<file path="config.mk">
export PLATFORM = sky130hd
export DESIGN_NAME = stack_sequencer
export DESIGN_NICKNAME = d
export VERILOG_FILES = /design/src/rtl/stack_sequencer.sv
export SDC_FILE = /design/constraint.sdc
export NUM_CORES = 1
export LEC_CHECK = 0
export ABC_AREA = 1
export CAP_MARGIN = 20
export CORE_MARGIN = 4
export CORE_UTILIZATION = 30
export DETAILED_ROUTE_END_ITERATION = 10
export SLEW_MARGIN = 20
export SYNTH_ARGS = -nofsm -noshare
export SYNTH_HDL_FRONTEND = slang
export SYNTH_SLANG_ARGS = --single-unit
</file>
<file path="constraint.sdc">
create_clock -name clk -period 11.87 [get_ports clk]
set_clock_uncertainty 0.15 [all_clocks]
set_input_delay 1.187 -clock clk [delete_from_list [all_inputs] [get_ports clk]]
set_output_delay 1.187 -clock clk [all_outputs]
set_load 0.02 [all_outputs]
</file>
<file path="src/rtl/stack_sequencer.sv">
// rtl/stack_sequencer.sv - operand-stack sequencer: opcode handshake, stack RAM sequencing, ALU and fault checks
module stack_sequencer #(
  parameter  int DATA_W = 17,
  parameter  int DEPTH  = 32,
  parameter  int PC_W   = 10,
  localparam int AW     = $clog2(DEPTH)
) (
  input  logic              clk,
  input  logic              rst,
  input  logic              op_valid,
  output logic              op_ready,
  input  logic [7:0]        op_code,
  input  logic [DATA_W-1:0] op_imm,
  output logic              op_done,
  output logic              jump_taken,
  output logic [PC_W-1:0]   jump_target,
  output logic [AW-1:0]     st_addr,
  output logic              st_wr_en,
  output logic [DATA_W-1:0] st_wdata,
  input  logic [DATA_W-1:0] st_rdata,
  output logic [AW:0]       sp,
  output logic              halted,
  output logic [1:0]        fault
);

  // Opcode values shared with fetch
  localparam logic [7:0] OP_STOP   = 8'h00;
  localparam logic [7:0] OP_ADD    = 8'h01;
  localparam logic [7:0] OP_MUL    = 8'h02;
  localparam logic [7:0] OP_LT     = 8'h10;
  localparam logic [7:0] OP_EQ     = 8'h14;
  localparam logic [7:0] OP_ISZERO = 8'h15;
  localparam logic [7:0] OP_POP    = 8'h50;
  localparam logic [7:0] OP_JUMPI  = 8'h57;
  localparam logic [7:0] OP_PUSH0  = 8'h5F;
  localparam logic [7:0] OP_PUSH1  = 8'h60;
  localparam logic [7:0] OP_DUP1   = 8'h80;

  typedef enum logic [2:0] {S_IDLE, S_RD0, S_RD1, S_WB, S_HALT, S_FAULT} state_t;

  state_t              state;
  logic [7:0]          op_q;
  logic [DATA_W-1:0]   imm_q;
  logic [DATA_W-1:0]   s0;

  function automatic logic op_defined(input logic [7:0] c);
    case (c)
      OP_STOP, OP_ADD, OP_MUL, OP_LT, OP_EQ, OP_ISZERO,
      OP_POP, OP_JUMPI, OP_PUSH0, OP_PUSH1, OP_DUP1: op_defined = 1'b1;
      default:                                       op_defined = 1'b0;
    endcase
  endfunction

  // Number of stack entries an opcode consumes as operands
  function automatic logic [1:0] op_need(input logic [7:0] c);
    case (c)
      OP_ADD, OP_MUL, OP_LT, OP_EQ, OP_JUMPI: op_need = 2'd2;
      OP_ISZERO, OP_POP, OP_DUP1:             op_need = 2'd1;
      default:                                op_need = 2'd0;
    endcase
  endfunction

  function automatic logic op_pushes(input logic [7:0] c);
    op_pushes = (c == OP_PUSH0) || (c == OP_PUSH1) || (c == OP_DUP1);
  endfunction

  assign op_ready = (state == S_IDLE);

  // Main sequencer: accept/check, read operands, then a single write-back cycle
  always_ff @(posedge clk or negedge rst) begin
    if (!rst) begin
      state    <= S_IDLE;
      sp       <= '0;
      op_q     <= '0;
      imm_q    <= '0;
      s0       <= '0;
      st_addr  <= '0;
      st_wr_en <= 1'b0;
      op_done  <= 1'b0;
      halted   <= 1'b0;
      fault    <= 2'd0;
    end else begin
      st_wr_en <= 1'b0;
      op_done  <= 1'b0;
      case (state)
        S_IDLE: begin
          if (op_valid) begin
            op_q  <= op_code;
            imm_q <= op_imm;
            if (!op_defined(op_code)) begin
              state  <= S_FAULT;
              fault  <= 2'd3;
              halted <= 1'b1;
            end else if ((AW+1)'(op_need(op_code)) > sp) begin
              state  <= S_FAULT;
              fault  <= 2'd1;
              halted <= 1'b1;
            end else if (op_pushes(op_code) && (sp == (AW+1)'(DEPTH))) begin
              state  <= S_FAULT;
              fault  <= 2'd2;
              halted <= 1'b1;
            end else if (op_code == OP_STOP) begin
              state  <= S_HALT;
              halted <= 1'b1;
            end else if ((op_code == OP_PUSH0) || (op_code == OP_PUSH1)) begin
              state    <= S_WB;
              st_addr  <= sp[AW-1:0];
              st_wr_en <= 1'b1;
              op_done  <= 1'b1;
            end else if (op_code == OP_POP) begin
              state   <= S_WB;
              op_done <= 1'b1;
            end else begin
              state   <= S_RD0;
              st_addr <= sp[AW-1:0] - AW'(1);
            end
          end
        end
        S_RD0: begin
          if (op_need(op_q) == 2'd2) begin
            state   <= S_RD1;
            st_addr <= sp[AW-1:0] - AW'(2);
          end else begin
            // ISZERO rewrites the top in place; DUP1 writes one slot above it
            state    <= S_WB;
            st_addr  <= (op_q == OP_DUP1) ? sp[AW-1:0] : sp[AW-1:0] - AW'(1);
            st_wr_en <= 1'b1;
            op_done  <= 1'b1;
          end
        end
        S_RD1: begin
          s0       <= st_rdata;
          state    <= S_WB;
          st_wr_en <= (op_q != OP_JUMPI);
          op_done  <= 1'b1;
        end
        S_WB: begin
          state <= S_IDLE;
          case (op_q)
            OP_PUSH0, OP_PUSH1, OP_DUP1: sp <= sp + (AW+1)'(1);
            OP_JUMPI:                    sp <= sp - (AW+1)'(2);
            OP_ISZERO:                   sp <= sp;
            default:                     sp <= sp - (AW+1)'(1);
          endcase
        end
        S_HALT, S_FAULT: state <= state;
        default:         state <= S_IDLE;
      endcase
    end
  end

  // Write data and branch outcome use the operand arriving from RAM during write-back
  always_comb begin
    st_wdata    = '0;
    jump_taken  = 1'b0;
    jump_target = '0;
    if (state == S_WB) begin
      case (op_q)
        OP_ADD:    st_wdata = s0 + st_rdata;
        OP_MUL:    st_wdata = s0 * st_rdata;
        OP_LT:     st_wdata = DATA_W'(s0 < st_rdata);
        OP_EQ:     st_wdata = DATA_W'(s0 == st_rdata);
        OP_ISZERO: st_wdata = DATA_W'(st_rdata == '0);
        OP_PUSH1:  st_wdata = imm_q;
        OP_DUP1:   st_wdata = st_rdata;
        OP_JUMPI: begin
          jump_taken  = (st_rdata != '0);
          jump_target = s0[PC_W-1:0];
        end
        default:   st_wdata = '0;
      endcase
    end
  end

endmodule

</file>
==> impl_metrics.env <==
export IMPL_design_power_total_mw=2.338
export IMPL_min_delay_path_depth=2
export IMPL_antenna_found_initial=0
export IMPL_worst_ep_arrival_time_ns=7.86
export IMPL_io_pin_count=90
export IMPL_post_synthesis_sequential_area_ratio_pct=15.26
export IMPL_cts_sinks=61
export IMPL_grt_max_degree=62
export IMPL_most_common_layout_cells="sky130_fd_sc_hd__nand2_1 (415), sky130_fd_sc_hd__inv_1 (362), sky130_fd_sc_hd__fa_1 (96)"
export IMPL_place_port_buffers=89
export IMPL_endpoint_kind="output port"
export IMPL_place_hpwl_um=24330
export IMPL_critPathLaunchType="primary input"
export IMPL_postCtsResizedCells=0
export IMPL_worst_hold_slack_ns=0.3144
export IMPL_cp_required_ns=10.53
export IMPL_reg2reg_depth=17
export IMPL_placementRows=66
export IMPL_routedWlPerCell_um=15.62
export IMPL_fin_cells=1982
export IMPL_worst_path_cell_with_the_longest_stage_delay="sky130_fd_sc_hd__clkdlybuf4s50_1"
export IMPL_buffers_inserted_by_post_cts_timing_repair=0
export IMPL_max_clock_freq_mhz=108.8
export IMPL_power_ir_vdd_worst_mv=0.2682
export IMPL_cts_tree="built"
export IMPL_detailroute_via_count=9401
export IMPL_fin_crit_sh_pct=77.46
export IMPL_placed_instances=1966
export IMPL_post_synth_num_cell_types=52
export IMPL_ff2ff_setup_slack_ns=8.72
export IMPL_fp_dieH_um=190.6
export IMPL_drive_gt1_share_pct=4.286
export IMPL_crit_type="primary input to output port"
export IMPL_clock_tree_root_cell="sky130_fd_sc_hd__clkbuf_16"
export IMPL_cts_stage_hold_buffer_count=0
export IMPL_path_common_cell="sky130_fd_sc_hd__fa_1"
export IMPL_critical_path_top_delay_family="adder cells"
export IMPL_final_common_cell="sky130_fd_sc_hd__nand2_1"
export IMPL_postSynthAreaPerCell_um2=6.795
export IMPL_worstReg2RegStart="op_q[2]$_DFFE_PN0P_"
export IMPL_worst_slew_margin_rel_pct=35.34
export IMPL_cellLeakagePower_nw=6.622
export IMPL_hp_class="register to register"
export IMPL_setup_total_negative_slack_ns=0
export IMPL_timing_final_hold_violations=0
export IMPL_synth_nets=1707
export IMPL_crit_buf_inv=6
export IMPL_slew_viol_final=0
export IMPL_yosysWarningCount=0
export IMPL_h_tree_depth=3
export IMPL_syn2layout_area_growth_pct=16.21
export IMPL_finalSetupViolCount=0
export IMPL_setup_repair_after_global_routing_missed_its_margin="no"
export IMPL_postSynthRegisterBits=61
export IMPL_syn_area_um2=10000
export IMPL_globalRoute_totalOverflow=0
export IMPL_clock_tree_buffer_depth=2
export IMPL_timing_hold_worst_endpoint="halted$_DFFE_PN0P_"
export IMPL_hold_path_startpoint="halted$_DFFE_PN0P_"
export IMPL_worst_slew_pin_transition_ns=0.9669
export IMPL_final_min_clock_period_ns=9.194
export IMPL_synthCells=1472
export IMPL_drt_iter0_drc=602
export IMPL_cts_inserted_buffers=9
export IMPL_detail_route_drc_violations=0
export IMPL_worst_setup_hold_path_clk_slew_ns=0.06
export IMPL_drtAntennaViolNets=0
export IMPL_place_congestion=0.9138
export IMPL_critical_path_reg2reg_endpoint="sp[5]$_DFFE_PN0P_"
export IMPL_grt_pass1_vias=9572
export IMPL_firstDrtPassIters=5
export IMPL_initial_core_util_pct=30.59
export IMPL_via_per_inst=4.743
export IMPL_clock_insertion_delay_worst_skew_ns=0.34
export IMPL_floorplan_die_area_um2=36330
export IMPL_pwr_density_cell_nw_per_um2=201.1
export IMPL_die_w_um=190.6
export IMPL_maxCapViolations=0
export IMPL_biggest_cell_delay_along_the_critical_path_ns=1.11
export IMPL_path_cells="clkdlybuf4s50_1, nand2_1, fa_1, fa_1, inv_1, ha_1, fa_1, fa_1, inv_1, fa_1, inv_1, ha_1, inv_1, o21ai_0, a21oi_1, nand2_1, nand2_1, nand2_1, a21oi_1, or2_2, nand3_1, a31oi_1, clkdlybuf4s50_1"
export IMPL_grt_pass1_wl_um=50590
export IMPL_grt_use_total_pct=17.48
export IMPL_fp_coreArea_um2=32700
export IMPL_diode_count=0
export IMPL_run_status="finished clean"
export IMPL_routed_wl_um=30970
export IMPL_layout_nets=1770
export IMPL_cp_max_fo=19
==> synthesized netlist by cell type, drive strengths merged <==
master / number / share of area [%]
nor2: 64 / 2.5
nor3: 18 / 1.1
nor4: 9 / 0.78
o31ai: 3 / 0.36
fa: 96 / 19
o32ai: 1 / 0.088
a21o: 3 / 0.23
xnor2: 3 / 0.26
clkbuf: 31 / 1.2
buf: 16 / 0.79
o211ai: 15 / 1.2
a22oi: 2 / 0.20
or3: 1 / 0.063
a41oi: 3 / 0.26
o22ai: 2 / 0.13
nand2: 424 / 16
nand3: 64 / 3.4
a221oi: 6 / 0.53
or2: 9 / 0.56
ha: 94 / 12
o21ai: 71 / 3.6
a211oi: 3 / 0.28
nand4: 14 / 0.88
a31oi: 6 / 0.38
a21oi: 62 / 3.1
xor2: 14 / 1.3
o2111ai: 2 / 0.18
nand3b: 3 / 0.23
dfrtp: 61 / 15
o21bai: 3 / 0.23
o21a: 1 / 0.075
inv: 368 / 14
==> flip-flops by register name (all words and copies together), names as in the netlist <==
register  count
halted        1
op_q          8
s0           17
sp            6
fault         2
op_done       1
imm_q        17
st_wr_en      1
st_addr       5
state         3
==> power breakdown <==
group | total, mW | leakage (nW) | switching (mW) | internal, mW
clock | 0.269 | 0.142 | 0.106 | 0.163
sequential | 0.208 | 0.717 | 0 | 0.208
combinational | 1.86 | 5.76 | 1.17 | 0.689
total | 2.34 | 6.62 | 1.28 | 1.06
==> cells by family (layout without fill, tap and decap cells) <==
kind of cell | count (synthesis) | count (layout) | share of synthesized area [%]
adder cells (fa/ha/maj) | 190 | 190 | 30.97
XOR/XNOR | 17 | 17 | 1.564
flip-flops | 61 | 61 | 15.26
buffers and inverters | 415 | 483 | 15.80
AO/OA/AOI/OAI | 183 | 183 | 10.78
AND/OR/NAND/NOR | 606 | 606 | 25.62
==> worst max path at each step <==
stage                startpoint      endpoint  cells after the start
floorplan           st_rdata[2]  st_wdata[14]                     25
finish              st_rdata[2]  st_wdata[13]                     23
global route        st_rdata[2]  st_wdata[13]                     23
detailed placement  st_rdata[2]  st_wdata[13]                     23
CTS                 st_rdata[2]  st_wdata[13]                     23
global placement    st_rdata[2]  st_wdata[13]                     23
==> worst reg2reg max path: cells and delay by family (launching register included) <==
kind	cells	cell delay [ns]
AOI/OAI and AO/OA	4	0.67
and+or+nand+nor	8	1.05
adders and majority gates	1	0.34
buffers and inverters	3	0.27
xor gates and xnor gates	1	0.16
DFF	1	0.44
==> cell type report <==
cell class                      count  area [µm²]
Fill cell                        3604       21080
Multi-Input combinational cell    996        6900
Sequential cell                    61        1526
Inverter                          368        1381
Timing Repair Buffer               99       960.9
Tap cell                          442       553.0
Clock buffer                        9       225.2
Clock inverter                      7       76.32
==> through the flow <==
stage          setup slack, ns  utilization [%]  instance area [µm²]
2_1_floorplan            4.355                -                10000
3_3_place_gp             2.763            34.61                11320
3_5_place_dp             2.672            34.61                11320
4_1_cts                  2.639            35.53                11620
5_1_grt                  2.228            35.54                11620
6_report                 2.676            35.54                11620
==> metal layers <==
metal | GRT usage [%] | vias up | wire length (µm)
li1 | - | 4617 | -
met1 | 23.15 | 4484 | 14130
met2 | 29.75 | 241 | 14680
met3 | 2.234 | 59 | 1307
met4 | 5.552 | 0 | 841
met5 | 0 | - | 0
No activity file was read; power rests on OpenSTA's default activity.
